--- src/rtl/simon_game_core.sv ---
// Simon memory game: LFSR-generated sequence, timed LED playback, player echo with timeout.
// IDLE=0 wait | EXTEND=1 append symbol | SHOW_ON=2/SHOW_OFF=3 playback | WAIT_IN=4 echo | LOSE=5 | WIN=6
module simon_game_core #(
   parameter int          N_BTN         = 4,
   parameter int          MAX_LEN       = 16,
   parameter int          ON_TICKS      = 50,
   parameter int          OFF_TICKS     = 25,
   parameter int          TIMEOUT_TICKS = 500,
   parameter logic [15:0] SEED          = 16'hACE1
) (
   input  logic                             btn_clk,
   input  logic                             reset,
   input  logic                             start,
   input  logic [N_BTN-1:0]                 btn_rise,
   output logic [N_BTN-1:0]                 led,
   output logic                             error_led,
   output logic                             win_led,
   output logic [$clog2(MAX_LEN+1)-1:0]     level,
   output logic [2:0]                       state
);

   localparam int SYM_W    = $clog2(N_BTN);
   localparam int IDX_W    = $clog2(MAX_LEN);
   localparam int LVL_W    = $clog2(MAX_LEN + 1);
   localparam int TICK_MAX = (ON_TICKS > OFF_TICKS) ? ON_TICKS : OFF_TICKS;
   localparam int TICK_W   = $clog2(TICK_MAX + 1);
   localparam int TO_W     = $clog2(TIMEOUT_TICKS + 1);
   localparam logic [15:0] SEED_EFF = (SEED == 16'h0000) ? 16'h0001 : SEED;

   typedef enum logic [2:0] {
      S_IDLE     = 3'd0,
      S_EXTEND   = 3'd1,
      S_SHOW_ON  = 3'd2,
      S_SHOW_OFF = 3'd3,
      S_WAIT_IN  = 3'd4,
      S_LOSE     = 3'd5,
      S_WIN      = 3'd6
   } state_e;

   state_e             state_q, state_d;
   logic [LVL_W-1:0]   level_q, level_d;
   logic [IDX_W-1:0]   idx_q, idx_d;
   logic [TICK_W-1:0]  tick_q, tick_d;
   logic [TO_W-1:0]    to_q, to_d;
   logic [15:0]        lfsr_q, lfsr_d;
   logic [N_BTN-1:0]   flash_q, flash_d;
   logic [SYM_W-1:0]   seq_q [MAX_LEN];

   logic               seq_we;
   logic [SYM_W-1:0]   new_sym;
   logic [SYM_W-1:0]   cur_sym;
   logic [SYM_W-1:0]   pressed;
   logic               press_valid;
   logic               last_idx;

   always_ff @(posedge btn_clk or posedge reset) begin
      if (reset) begin
         state_q <= S_IDLE;
         level_q <= '0;
         idx_q   <= '0;
         tick_q  <= '0;
         to_q    <= '0;
         lfsr_q  <= SEED_EFF;
         flash_q <= '0;
      end else begin
         state_q <= state_d;
         level_q <= level_d;
         idx_q   <= idx_d;
         tick_q  <= tick_d;
         to_q    <= to_d;
         lfsr_q  <= lfsr_d;
         flash_q <= flash_d;
      end
   end

   // Storage is never read before its EXTEND write, so it carries no reset.
   always_ff @(posedge btn_clk) begin
      if (seq_we) begin
         seq_q[level_q[IDX_W-1:0]] <= new_sym;
      end
   end

   assign lfsr_d      = lfsr_q[0] ? ((lfsr_q >> 1) ^ 16'hB400) : (lfsr_q >> 1);
   assign new_sym     = lfsr_q[SYM_W-1:0];
   assign cur_sym     = seq_q[idx_q];
   assign press_valid = |btn_rise;
   assign last_idx    = (LVL_W'(idx_q) == (level_q - LVL_W'(1)));

   always_comb begin
      pressed = '0;
      for (int i = N_BTN - 1; i >= 0; i--) begin
         if (btn_rise[i]) pressed = SYM_W'(i);
      end
   end

   always_comb begin
      state_d = state_q;
      level_d = level_q;
      idx_d   = idx_q;
      tick_d  = tick_q;
      to_d    = to_q;
      flash_d = '0;
      seq_we  = 1'b0;
      case (state_q)
         S_IDLE, S_LOSE, S_WIN: begin
            if (start) begin
               level_d = '0;
               state_d = S_EXTEND;
            end
         end
         S_EXTEND: begin
            seq_we  = 1'b1;
            level_d = level_q + LVL_W'(1);
            idx_d   = '0;
            tick_d  = '0;
            to_d    = '0;
            state_d = S_SHOW_ON;
         end
         S_SHOW_ON: begin
            if (tick_q == TICK_W'(ON_TICKS - 1)) begin
               tick_d  = '0;
               state_d = S_SHOW_OFF;
            end else begin
               tick_d = tick_q + TICK_W'(1);
            end
         end
         S_SHOW_OFF: begin
            if (tick_q == TICK_W'(OFF_TICKS - 1)) begin
               tick_d = '0;
               if (last_idx) begin
                  idx_d   = '0;
                  to_d    = '0;
                  state_d = S_WAIT_IN;
               end else begin
                  idx_d   = idx_q + IDX_W'(1);
                  state_d = S_SHOW_ON;
               end
            end else begin
               tick_d = tick_q + TICK_W'(1);
            end
         end
         S_WAIT_IN: begin
            if (press_valid) begin
               if (pressed == cur_sym) begin
                  flash_d = N_BTN'(1) << pressed;
                  to_d    = '0;
                  if (last_idx) begin
                     state_d = (level_q == LVL_W'(MAX_LEN)) ? S_WIN : S_EXTEND;
                  end else begin
                     idx_d = idx_q + IDX_W'(1);
                  end
               end else begin
                  state_d = S_LOSE;
               end
            end else if (to_q == TO_W'(TIMEOUT_TICKS - 1)) begin
               state_d = S_LOSE;
            end else begin
               to_d = to_q + TO_W'(1);
            end
         end
         default: state_d = S_IDLE;
      endcase
   end

   always_comb begin
      led = '0;
      case (state_q)
         S_SHOW_ON:     led = N_BTN'(1) << cur_sym;
         S_WAIT_IN:     led = flash_q;
         S_LOSE, S_WIN: led = '1;
         default:       led = '0;
      endcase
   end

   assign error_led = (state_q == S_LOSE);
   assign win_led   = (state_q == S_WIN);
   assign level     = level_q;
   assign state     = state_q;

endmodule

--- config.mk ---
export PLATFORM = sky130hd
export DESIGN_NAME = simon_game_core
export DESIGN_NICKNAME = d
export VERILOG_FILES = /design/src/rtl/simon_game_core.sv
export SDC_FILE = /design/constraint.sdc
export NUM_CORES = 1
export LEC_CHECK = 0
export CAP_MARGIN = 20
export CELL_PAD_IN_SITES_DETAIL_PLACEMENT = 1
export CELL_PAD_IN_SITES_GLOBAL_PLACEMENT = 2
export CORE_UTILIZATION = 40
export DETAILED_ROUTE_END_ITERATION = 10
export PLACE_DENSITY = 0.8
export SETUP_SLACK_MARGIN = 0.5
export SLEW_MARGIN = 5
export SYNTH_ARGS = -nofsm -noshare
export SYNTH_HDL_FRONTEND = slang
export SYNTH_SLANG_ARGS = --single-unit
--- constraint.sdc ---
create_clock -name btn_clk -period 4.21 [get_ports btn_clk]
set_clock_uncertainty 0.05 [all_clocks]
set_input_delay 0.6315 -clock btn_clk [delete_from_list [all_inputs] [get_ports btn_clk]]
set_output_delay 0.6315 -clock btn_clk [all_outputs]
set_load 0.05 [all_outputs]
**Yosys cells after proc, flatten, opt, wreduce, memory -nomap -nowiden**

Memories as Yosys holds them, arrays and structs flattened.
Index checks and enable logic that the tools add are counted.

- Memories kept: 1
- Register bits after elaboration: 47
- Memory bits (writable): 32
- Logic and storage cells: 89
- Input port bits: 7
- Output and inout bits: 14

Memory list:

| memory | words | width | rd ports | clocked after memory_dff | write ports | line | RTL |
|---|---|---|---|---|---|---|---|
| seq_q | 16 | 2 | 1 | 0 | 1 | 47 | `logic [SYM_W-1:0] seq_q [MAX_LEN];` |

- Multiplexer cells: 39
- Reductions and logical operators: 11
- Eq/ne operators: 23
- Shift-type cells: 2
- $add $sub $neg: 5
- Bitwise gates (word level): 1

Operator list:

| operator | number |
|---|---|
| $mux W9 | 5 |
| $mux W4 | 8 |
| $mux W3 | 9 |
| $pmux W9 S3 | 1 |
| $pmux W4 S3 | 2 |
| $pmux W6 S3 | 1 |
| $mux W16 | 1 |
| $pmux W3 S5 | 1 |
| $reduce_and A5 Y1 | 3 |
| $ne A2 B2 Y1 const B | 7 |
| $mux W6 | 2 |
| $pmux W5 S2 | 1 |
| $add A9 B1 Y9 const B | 1 |
| $eq A3 B3 Y1 const B | 3 |
| $eq A9 B9 Y1 const B | 1 |
| $ne A3 B3 Y1 const B | 3 |
| $mux W2 | 4 |
| $shl A1 B2 Y4 const A | 2 |
| $add A6 B1 Y6 const B | 1 |
| $eq A3 B2 Y1 const B | 2 |
| $eq A6 B5 Y1 const B | 1 |
| $eq A6 B6 Y1 const B | 1 |
| $reduce_bool A3 Y1 | 2 |
| $add A5 B1 Y5 const B | 1 |
| 16 further kinds | 18 |

**Longest topological paths before layout**

Gate-level depths: netlist of the first run.

- Word-level depth: 8
- Mapped depth: 9
- Gate-level depth less buffers: 9

**Worst setup path after synthesis of the first run**

No wires, ideal clock.

- Path kind: flip-flop to output port
- From: register idx_q[0]
- To: output port led[2]
- Path buffers: 0
- Arrival time: 2.217 ns
- Path slack: 1.312 ns
- Required time: 3.529 ns
- Cell stages (with the launch flop): 7
- Path through: dfrtp_1 > mux4_1 > mux2_2 > nand2_1 > and2_1 > a21oi_1 > nor2_1

- Word-level cells in the longest chain between the ends: 3

Ends and longest elaborated chain:

| element | line | RTL |
|---|---|---|
| start, declared | 42 | `logic [IDX_W-1:0] idx_q, idx_d;` |
| start signal, assigned | 68 | `idx_q <= idx_d;` |
| $mem_v2 Z16 W2 | n/a |  |
| $shl A1 B2 Y4 | 168 | `S_SHOW_ON: led = N_BTN'(1) << cur_sym;` |
| $pmux W4 S3 | 167 | `case (state_q)` |
| end, declared | 15 | `output logic [N_BTN-1:0] led,` |

No other way between the ends.

**Final worst setup path of the first run**

Ends and elaborated chain as after synthesis.

==> impl_summary.txt, run 1 <==
----------------------------------------------------
[Yosys]
  Biggest area consumer among synthesized cells ... sky130_fd_sc_hd__dfrtp_1
  Post-synthesis cell area ... about 4100 µm²
  Primary flip-flop cell chosen by synthesis mapping ... sky130_fd_sc_hd__dfrtp_1
  Net count of the mapped netlist ... 389
  Count of cell types in the netlist ... between 60 and 70
  Sequential element share of the synthesized area ... between 50% and 60%
  Count leader, synth ... sky130_fd_sc_hd__dfrtp_1
  Post-synth ARST share ... approximately 60%
  Gate count of the mapped netlist ... ~370
  Top cell types by occurrence after synthesis ... sky130_fd_sc_hd__dfrtp_1 (39), sky130_fd_sc_hd__nor2_1 (38), sky130_fd_sc_hd__nand2_1 (35), sky130_fd_sc_hd__edfxtp_1 (32), sky130_fd_sc_hd__inv_1 (22)
  Leading post-synthesis cells by cell area ... sky130_fd_sc_hd__dfrtp_1 (24%), sky130_fd_sc_hd__edfxtp_1 (23%), sky130_fd_sc_hd__dfstp_2 (5.1%)
  Count of flip-flops with a built-in enable after synthesis ... 32
  Number of register bits inferred by synthesis ... between 70 and 80
  Ys Warns ... 0
  Per-instance average area after synthesis ... ~11 µm²
  Proportion of netlist area held by the largest area contributor ... 23.8%

[Timing]
  Period utilisation layout ... slightly above 80%
  Fmax ... 287 MHz
  Setup repair after global routing missed its margin ... no
  Relative slew slack ... between 50% and 60%
  Total Negative Setup Slacks ... 0 ns
  Actual transition at the worst max-transition pin ... ~0.7 ns
  Final Setup Violations ... 0
  Number of hold-slack violations in the final timing report ... 0
  Min cycle time layout ... between 3 and 4 ns
  Number of pins with negative max-slew slack in the final report ... 0

[Route]
  Post-Route WL ... just under 10000 µm
  DRT iter0 DRCs ... ~110
  WL per Instance ... around 18 µm
  Remaining number of nets flagged by the antenna check after routing ... 0
  Overall via count from detail_route ... about 2900
  Drt pass-1 iters ... 4
  Routed vias/inst ... roughly 5.5
  Number of design rule violations left after detail routing ... 0

[Critical path]
  Endpoint kind of the worst setup timing path ... output pin
  Type of origin of the critical path ... flop
  Crit path arrival time ... between 2 and 3 ns
  Top delay family on crit path ... multiplexers
  Max stage delay on crit path ... between 0.6 and 0.7 ns
  Critical Path Slowest Stage Cell ... sky130_fd_sc_hd__mux4_1
  Critical path type ... flop to output pin
  CP max FO ... 14
  Data required, critical path ... between 3 and 4 ns
  CP bufs+invs ... 1
  Crit-path cells ... mux4_1 -> mux2_2 -> nand2_1 -> and2_1 -> a21oi_1 -> nor2_1 -> dlygate4sd2_1
  Reg2reg setup slack ... between 1 and 1.5 ns

[Run]
  Number of maximum-capacitance constraint violations ... 0

[GRT]
  Global-route wire length before repair ... between 15000 and 20000 µm
  Vias in the first global route ... about 2900
  Remaining global-route overflow ... 0
  Global Route Usage Sum ... slightly below 20%
  Maximum number of pins on one net before global-route repair ... 48
  Number of antenna violations at the first check in global routing ... 0

[Outcome]
  Status ... complete, no violations

[Clock tree]
  Root Buffer Master ... sky130_fd_sc_hd__clkbuf_8
  Clock latency of the later-clocked register in the worst-skew pair ... roughly 0.37 ns
  TritonCTS clock tree ... yes
  Buffers inserted during post-CTS setup optimization ... 0
  Reg clk slew, reported paths ... 0.09 ns
  Number of buffers created by CTS ... 9
  Number of buffers on the longest clock path ... 2
  Htree depth ... 3
  Clock net sink count ... 79

[Power]
  Power Density ... 656 nW/µm²
  Worst IR Drop VDD ... 0.388 mV
  P_leak ... around 1.8 nW
  Total Power ... between 3 and 4 mW

[Placed design]
  Detail Placement HPWL ... about 7000 µm
  GPL Wtd Cong ... 0.794
  Port-buffer cells ... 20

[Floorplan]
  Number of rows in the core area ... 36
  Boundary pin count ... 21
  Die area ... between 10000 and 15000 µm²
  Core footprint ... between 9000 and 10000 µm²
  Die boundary height ... roughly 100 µm
  Initial core utilization ... 41.6%
  Overall die width ... between 100 and 150 µm

[Layout]
  Post-layout nets ... slightly above 400
  Fraction of layout cells with a size suffix above 1 ... roughly 14%
  Filler cell count in the final layout ... 1072
  Area added between synthesis and finish ... 14.3%
  Diodes inserted ... 0

[Hold path]
  Worst Hold Class ... flop to flop

----------------------------------------------------
[layer usage]
layer,track usage (%),routed length (µm),vias to the layer above
met1,26.1,4720,1471
met4,7.15,148,0
met3,3.49,196,11
met5,0,0,-
met2,33.0,4680,31
li1,-,-,1400
[cells in the final DEF, fill, tap and decap left out, types with 3 or more instances in the layout]
cell                               n
sky130_fd_sc_hd__dfstp_2           8
sky130_fd_sc_hd__nand3_1           9
sky130_fd_sc_hd__buf_4             4
sky130_fd_sc_hd__inv_6             4
sky130_fd_sc_hd__xnor2_1           4
sky130_fd_sc_hd__nand2b_1         10
sky130_fd_sc_hd__dfrtp_1          36
sky130_fd_sc_hd__mux2i_1           7
sky130_fd_sc_hd__a31oi_1           5
sky130_fd_sc_hd__o22ai_1           3
sky130_fd_sc_hd__o31ai_1           3
sky130_fd_sc_hd__ha_1              9
sky130_fd_sc_hd__nor2_1           38
sky130_fd_sc_hd__o21ai_0          14
sky130_fd_sc_hd__a21oi_1           9
sky130_fd_sc_hd__edfxtp_1         32
sky130_fd_sc_hd__nor3_1           11
sky130_fd_sc_hd__clkdlybuf4s50_1  16
sky130_fd_sc_hd__or2_2             3
sky130_fd_sc_hd__xor2_1            7
sky130_fd_sc_hd__nand2_1          35
sky130_fd_sc_hd__and2_1            6
sky130_fd_sc_hd__nor4b_1           3
sky130_fd_sc_hd__nand4_1           3
sky130_fd_sc_hd__inv_1            21
sky130_fd_sc_hd__nor2b_1           6
sky130_fd_sc_hd__a22o_1            3
sky130_fd_sc_hd__and3_1            8
sky130_fd_sc_hd__mux2_2            4
sky130_fd_sc_hd__mux4_2            7
sky130_fd_sc_hd__o211ai_1          5
sky130_fd_sc_hd__o211a_1           3
sky130_fd_sc_hd__a211oi_1          5
sky130_fd_sc_hd__clkbuf_8          9
[worst paths after layout]
kind,start,endpoint,depth (start not counted)
setup / recovery,idx_q[0]$_DFFE_PP0P_,led[2],7
hold / removal,lfsr_q[2]$_DFF_PP0_,lfsr_q[1]$_DFF_PP0_,0
setup reg to reg,idx_q[0]$_DFFE_PP0P_,to_q[2]$_DFFE_PP0P_,7
hold reg to reg,lfsr_q[2]$_DFF_PP0_,lfsr_q[1]$_DFF_PP0_,0
max in group asynchronous,reset,lfsr_q[7]$_DFF_PP1_,3
min in group asynchronous,reset,to_q[4]$_DFFE_PP0P_,2
[sequential cells by signal (all words and copies together), names as in the netlist]
| register | cells |
|---|---|
| to_q | 9 |
| seq_q | 32 |
| state | 3 |
| idx_q | 4 |
| lfsr_q | 16 |
| flash_q | 4 |
| tick_q | 6 |
| level | 5 |
[per-stage QoR]
step | cell area [µm²] | setup slack [ns] | instances | hold WS [ns] | utilization (%)
finish | 4700 | 0.727 | 533 | 0.303 | 47.6
detailed placement | 4450 | 0.582 | 516 | 0.287 | 45.1
CTS | 4670 | 0.447 | 532 | 0.308 | 47.3
global placement | 4450 | 0.606 | 516 | 0.289 | 45.1
floorplan | 4110 | 1.31 | 373 | 0.281 | -
global route | 4700 | 0.579 | 533 | 0.313 | 47.6
[cell families after synthesis]
group	Yosys count	synth area share, %
AOI/OAI and AO/OA	74	13.6
xor gates and xnor gates	11	2.35
adders and majority gates	9	2.74
buffers and inverters	36	3.41
DFF	79	52.3
muxes	20	7.92
and+or+nand+nor	144	17.7
[final cells by class]
| cell class | count | area (µm²) | area share [%] |
|---|---|---|---|
| flip-flops and latches | 79 | 2150 | 45.9 |
| multi-input cells | 258 | 1820 | 38.8 |
| repair buffers | 25 | 253 | 5.38 |
| clock buffers | 11 | 174 | 3.70 |
| well taps | 133 | 166 | 3.54 |
| inverters | 22 | 82.6 | 1.76 |
| clock inverters | 5 | 46.3 | 0.986 |
[worst register-to-register path: stages, from the launching register on]
cell,delay [ns]
sky130_fd_sc_hd__dfrtp_2,0.53
sky130_fd_sc_hd__mux4_1,0.62
sky130_fd_sc_hd__mux2_2,0.29
sky130_fd_sc_hd__or3_4,0.34
sky130_fd_sc_hd__a311oi_4,0.40
sky130_fd_sc_hd__o41ai_2,0.19
sky130_fd_sc_hd__a21oi_4,0.34
sky130_fd_sc_hd__o221ai_2,0.16
[timing repair]
action,in CTS,in global routing
endpoints found under the setup margin,4,2
hold buffers,0,0
gates resized for setup,6,2
[report_power, final]
part | internal [mW] | switching [mW] | total [mW]
clock network | 0.299 | 0.321 | 0.620
registers | 0.896 | 0.218 | 1.11
logic | 0.527 | 0.820 | 1.35
Note: power is estimated with default switching activity, not from simulation.
==> run 2, diff against run 1 <==
--- a/config.mk
+++ b/config.mk
@@ -8,9 +8,9 @@
 export CAP_MARGIN = 20
 export CELL_PAD_IN_SITES_DETAIL_PLACEMENT = 1
 export CELL_PAD_IN_SITES_GLOBAL_PLACEMENT = 2
-export CORE_UTILIZATION = 40
+export CORE_UTILIZATION = 36
 export DETAILED_ROUTE_END_ITERATION = 10
-export PLACE_DENSITY = 0.8
+export PLACE_DENSITY = 0.76
 export SETUP_SLACK_MARGIN = 0.5
 export SLEW_MARGIN = 5
 export SYNTH_ARGS = -nofsm -noshare
==> constraint.sdc (replaced) <==
create_clock -name btn_clk -period 3.1 [get_ports btn_clk]
set_clock_uncertainty 0.05 [all_clocks]
set_input_delay 0.465 -clock btn_clk [delete_from_list [all_inputs] [get_ports btn_clk]]
set_output_delay 0.465 -clock btn_clk [all_outputs]
set_load 0.05 [all_outputs]
==> run 2 against run 1 <==
Effect of this change:
- global-route usage rose by 0.29 points
- sequential cell count did not move
- power rose by 62%
- hold slack improved by 0.0029 ns
- core utilization fell by 0.27 points
- final area rose by 11%
- sequential share of layout area fell by 4.4 points
- first-iteration DRC count rose by 9.2%
- register-to-register slack got worse by 0.91 ns
- via count rose by 6.8%
- largest power group unchanged
- highest routed layer unchanged
==> impl_summary.txt, run 2 (synthesis gave the netlist of run 1 again) <==
----------------------------------------------------
[Layout]
  Total area of multi-input combinational cells ... 1970 µm² (+8.0%)
  Cell Count, Final, Fillers Out ... 569 (+6.8%)
  Max FFs per register ... 32 (unchanged)
  Area added between synthesis and finish ... 26.6%
  Post-layout nets ... 440 (+7.1%)
  Filler cell count in the final layout ... 1190 (+11%)
  Storage element area ... 2150 µm² (unchanged)
  Diodes inserted ... 0 (unchanged)
  Final std cell area, no fill ... 5200 µm² (+11%)
  Most frequent cells in the layout ... sky130_fd_sc_hd__nor2_1 (35), sky130_fd_sc_hd__nand2_1 (35), sky130_fd_sc_hd__dfrtp_1 (34)
  Fraction of layout cells with a size suffix above 1 ... 26.1% (+12 points)

[Power]
  Total Power ... 5.00 mW (+62%)
  Power Density ... 962 nW/µm² (+47%)
  P_leak ... 2.02 nW (+11%)
  Worst IR Drop VDD ... 0.637 mV (+64%)

[Critical path]
  R2R Path Start ... idx_q[1]$_DFFE_PP0P_
  Reg2reg setup slack ... 0.25 ns (-0.91 ns)
  Type of origin of the critical path ... flop
  Levels on crit path ... 7 (unchanged)
  Endpoint kind of the worst setup timing path ... output pin
  CP max FO ... 6 (-8)
  Reg2reg path depth ... 11 (+4)
  Reg2Reg Capture Point ... to_q[7]$_DFFE_PP0P_
  CP Capture Point ... led[0]
  Data required, critical path ... 2.58 ns (-0.95 ns)
  Max stage delay on crit path ... 0.51 ns (-0.11 ns)
  Critical Path Slowest Stage Cell ... sky130_fd_sc_hd__mux4_2
  Crit path arrival time ... 2.35 ns (-0.45 ns)
  Source of the critical timing path ... idx_q[1]$_DFFE_PP0P_
  CP bufs+invs ... 2 (+1)
  Crit-path cells ... buf_4 -> mux4_2 -> a22o_1 -> nor2_4 -> and3_4 -> o211a_4 -> buf_12
  Critical path type ... flop to output pin
  Top delay family on crit path ... multiplexers

[Route]
  Overall via count from detail_route ... 3111 (+6.8%)
  Routed vias/inst ... 5.47 (about the same)
  Number of design rule violations left after detail routing ... 0 (unchanged)
  Drt pass-1 iters ... 4 (unchanged)
  Remaining number of nets flagged by the antenna check after routing ... 0 (unchanged)
  DRT iter0 DRCs ... 119 (+9.2%)
  Post-Route WL ... 10800 µm (+10%)
  WL per Instance ... 18.9 µm (+3.4%)

[Clock tree]
  TritonCTS clock tree ... yes
  CTS Hold Buffers Added ... 0 (unchanged)
  Clock latency of the later-clocked register in the worst-skew pair ... 0.34 ns (-0.03 ns)
  Number of buffers created by CTS ... 9 (unchanged)
  Root Buffer Master ... sky130_fd_sc_hd__clkbuf_16
  Reg clk slew, reported paths ... 0.06 ns (-0.03 ns)
  Number of buffers on the longest clock path ... 2 (unchanged)
  Htree depth ... 3 (unchanged)
  Clock net sink count ... 79 (unchanged)

[Floorplan]
  Die area ... 11800 µm² (+11%)
  Overall die width ... 109 µm (+5.3%)
  Die boundary height ... 109 µm (+5.3%)
  Number of rows in the core area ... 38 (+5.6%)
  Boundary pin count ... 21 (unchanged)
  Core footprint ... 11000 µm² (+11%)
  Initial core utilization ... 37.4% (-4.2 points)

[GRT]
  Global routing usage on met2 ... 34.6% (+1.6 points)
  Number of antenna violations at the first check in global routing ... 0 (unchanged)
  Maximum number of pins on one net before global-route repair ... 26 (-46%)
  Global Route Usage Sum ... 20.1% (+0.29 points)
  GRT Max-Usage Layer ... met2
  Vias in the first global route ... 3373 (+14%)
  Remaining global-route overflow ... 0 (unchanged)
  Met3 routing resource usage after global routing ... 3.71% (+0.21 points)
  Global-route wire length before repair ... 17500 µm (+12%)
  Global-route track usage on met1 ... 24.5% (-1.6 points)

[Placed design]
  Detail Placement HPWL ... 7630 µm (+8.9%)
  Post-detailed-placement cell area ... 4570 µm² (+2.8%)
  GPL Wtd Cong ... 0.786 (-1.0%)
  Setup WS pre-CTS ... 0.172 ns (-0.410 ns)
  Placed cell count ... 536 (+3.9%)
  Port-buffer cells ... 20 (unchanged)

[Timing]
  Final worst-path setup slack ... 0.236 ns (-0.491 ns)
  Relative slew slack ... 53.2% (+0.089 points)
  Actual transition at the worst max-transition pin ... 0.697 ns (-0.00670 ns)
  Period utilisation layout ... between 90% and 100%
  Number of hold-slack violations in the final timing report ... 0 (unchanged)
  Number of pins with negative max-slew slack in the final report ... 0 (unchanged)
  Setup repair after global routing missed its margin ... yes
  Min cycle time layout ... roughly 2.9 ns
  Total Negative Setup Slacks ... 0 ns (unchanged)
  Fmax ... 349 MHz
  Final Setup Violations ... 0 (unchanged)

[Hold path]
  Worst Hold Class ... input port to asynchronous set/reset pin

[Run]
  Number of maximum-capacitance constraint violations ... 0 (unchanged)

[Outcome]
  Status ... complete, no violations

----------------------------------------------------
run 2: cell types whose count changed in the layout (fill, tap and decap cells not counted), moves of 3 or more:
cell,delta
sky130_fd_sc_hd__nor2_1,-3
sky130_fd_sc_hd__clkbuf_16,+7
sky130_fd_sc_hd__buf_4,+26
sky130_fd_sc_hd__dfrtp_2,+3
sky130_fd_sc_hd__nor3_1,-4
sky130_fd_sc_hd__clkbuf_8,-9
sky130_fd_sc_hd__buf_6,+5
run 2: how the worst min path moves through the flow:
stage	from	end	slack, ns	cells past startpoint
global placement	lfsr_q[4]$_DFF_PP0_	lfsr_q[3]$_DFF_PP0_	0.28	0
CTS	lfsr_q[6]$_DFF_PP1_	lfsr_q[5]$_DFF_PP1_	0.31	0
floorplan	lfsr_q[2]$_DFF_PP0_	lfsr_q[1]$_DFF_PP0_	0.28	0
detailed placement	lfsr_q[8]$_DFF_PP0_	lfsr_q[7]$_DFF_PP1_	0.29	0
global route	lfsr_q[2]$_DFF_PP0_	lfsr_q[1]$_DFF_PP0_	0.31	0
finish	reset	level[4]$_DFFE_PP0P_	0.31	2
run 2: layout make-up:
class / count / share of cell area (%)
clock buffers: 10 / 4.40
clock inverters: 6 / 1.81
inverters: 22 / 1.59
multi-input cells: 258 / 37.8
flip-flops and latches: 79 / 41.4
well taps: 140 / 3.37
repair buffers: 54 / 9.60
run 2: metrics by stage:
step / hold WS (ns) / utilization (%)
after global placement: 0.284 / 41.6
after global routing: 0.313 / 47.3
final: 0.305 / 47.3
after floorplan: 0.281 / -
after detailed placement: 0.287 / 41.6
after CTS: 0.307 / 46.3
run 2: timing repair:
action	in CTS	in global routing
gates resized for setup	22	18
setup buffers	14	3
pin swaps	10	10
setup endpoints to repair	23	22
run 2: where the power goes:
group	internal (mW)	leakage (nW)	total (mW)	switching, mW
Sequential	1.22	0.855	1.43	0.204
Combinational	1.01	1.01	2.42	1.40
Clock	0.713	0.154	1.16	0.450
run 2: metal layers:
metal	vias up	wire, µm
met4	0	201
met3	14	310
met5	-	0
met1	1577	4890
met2	51	5360
li1	1469	-
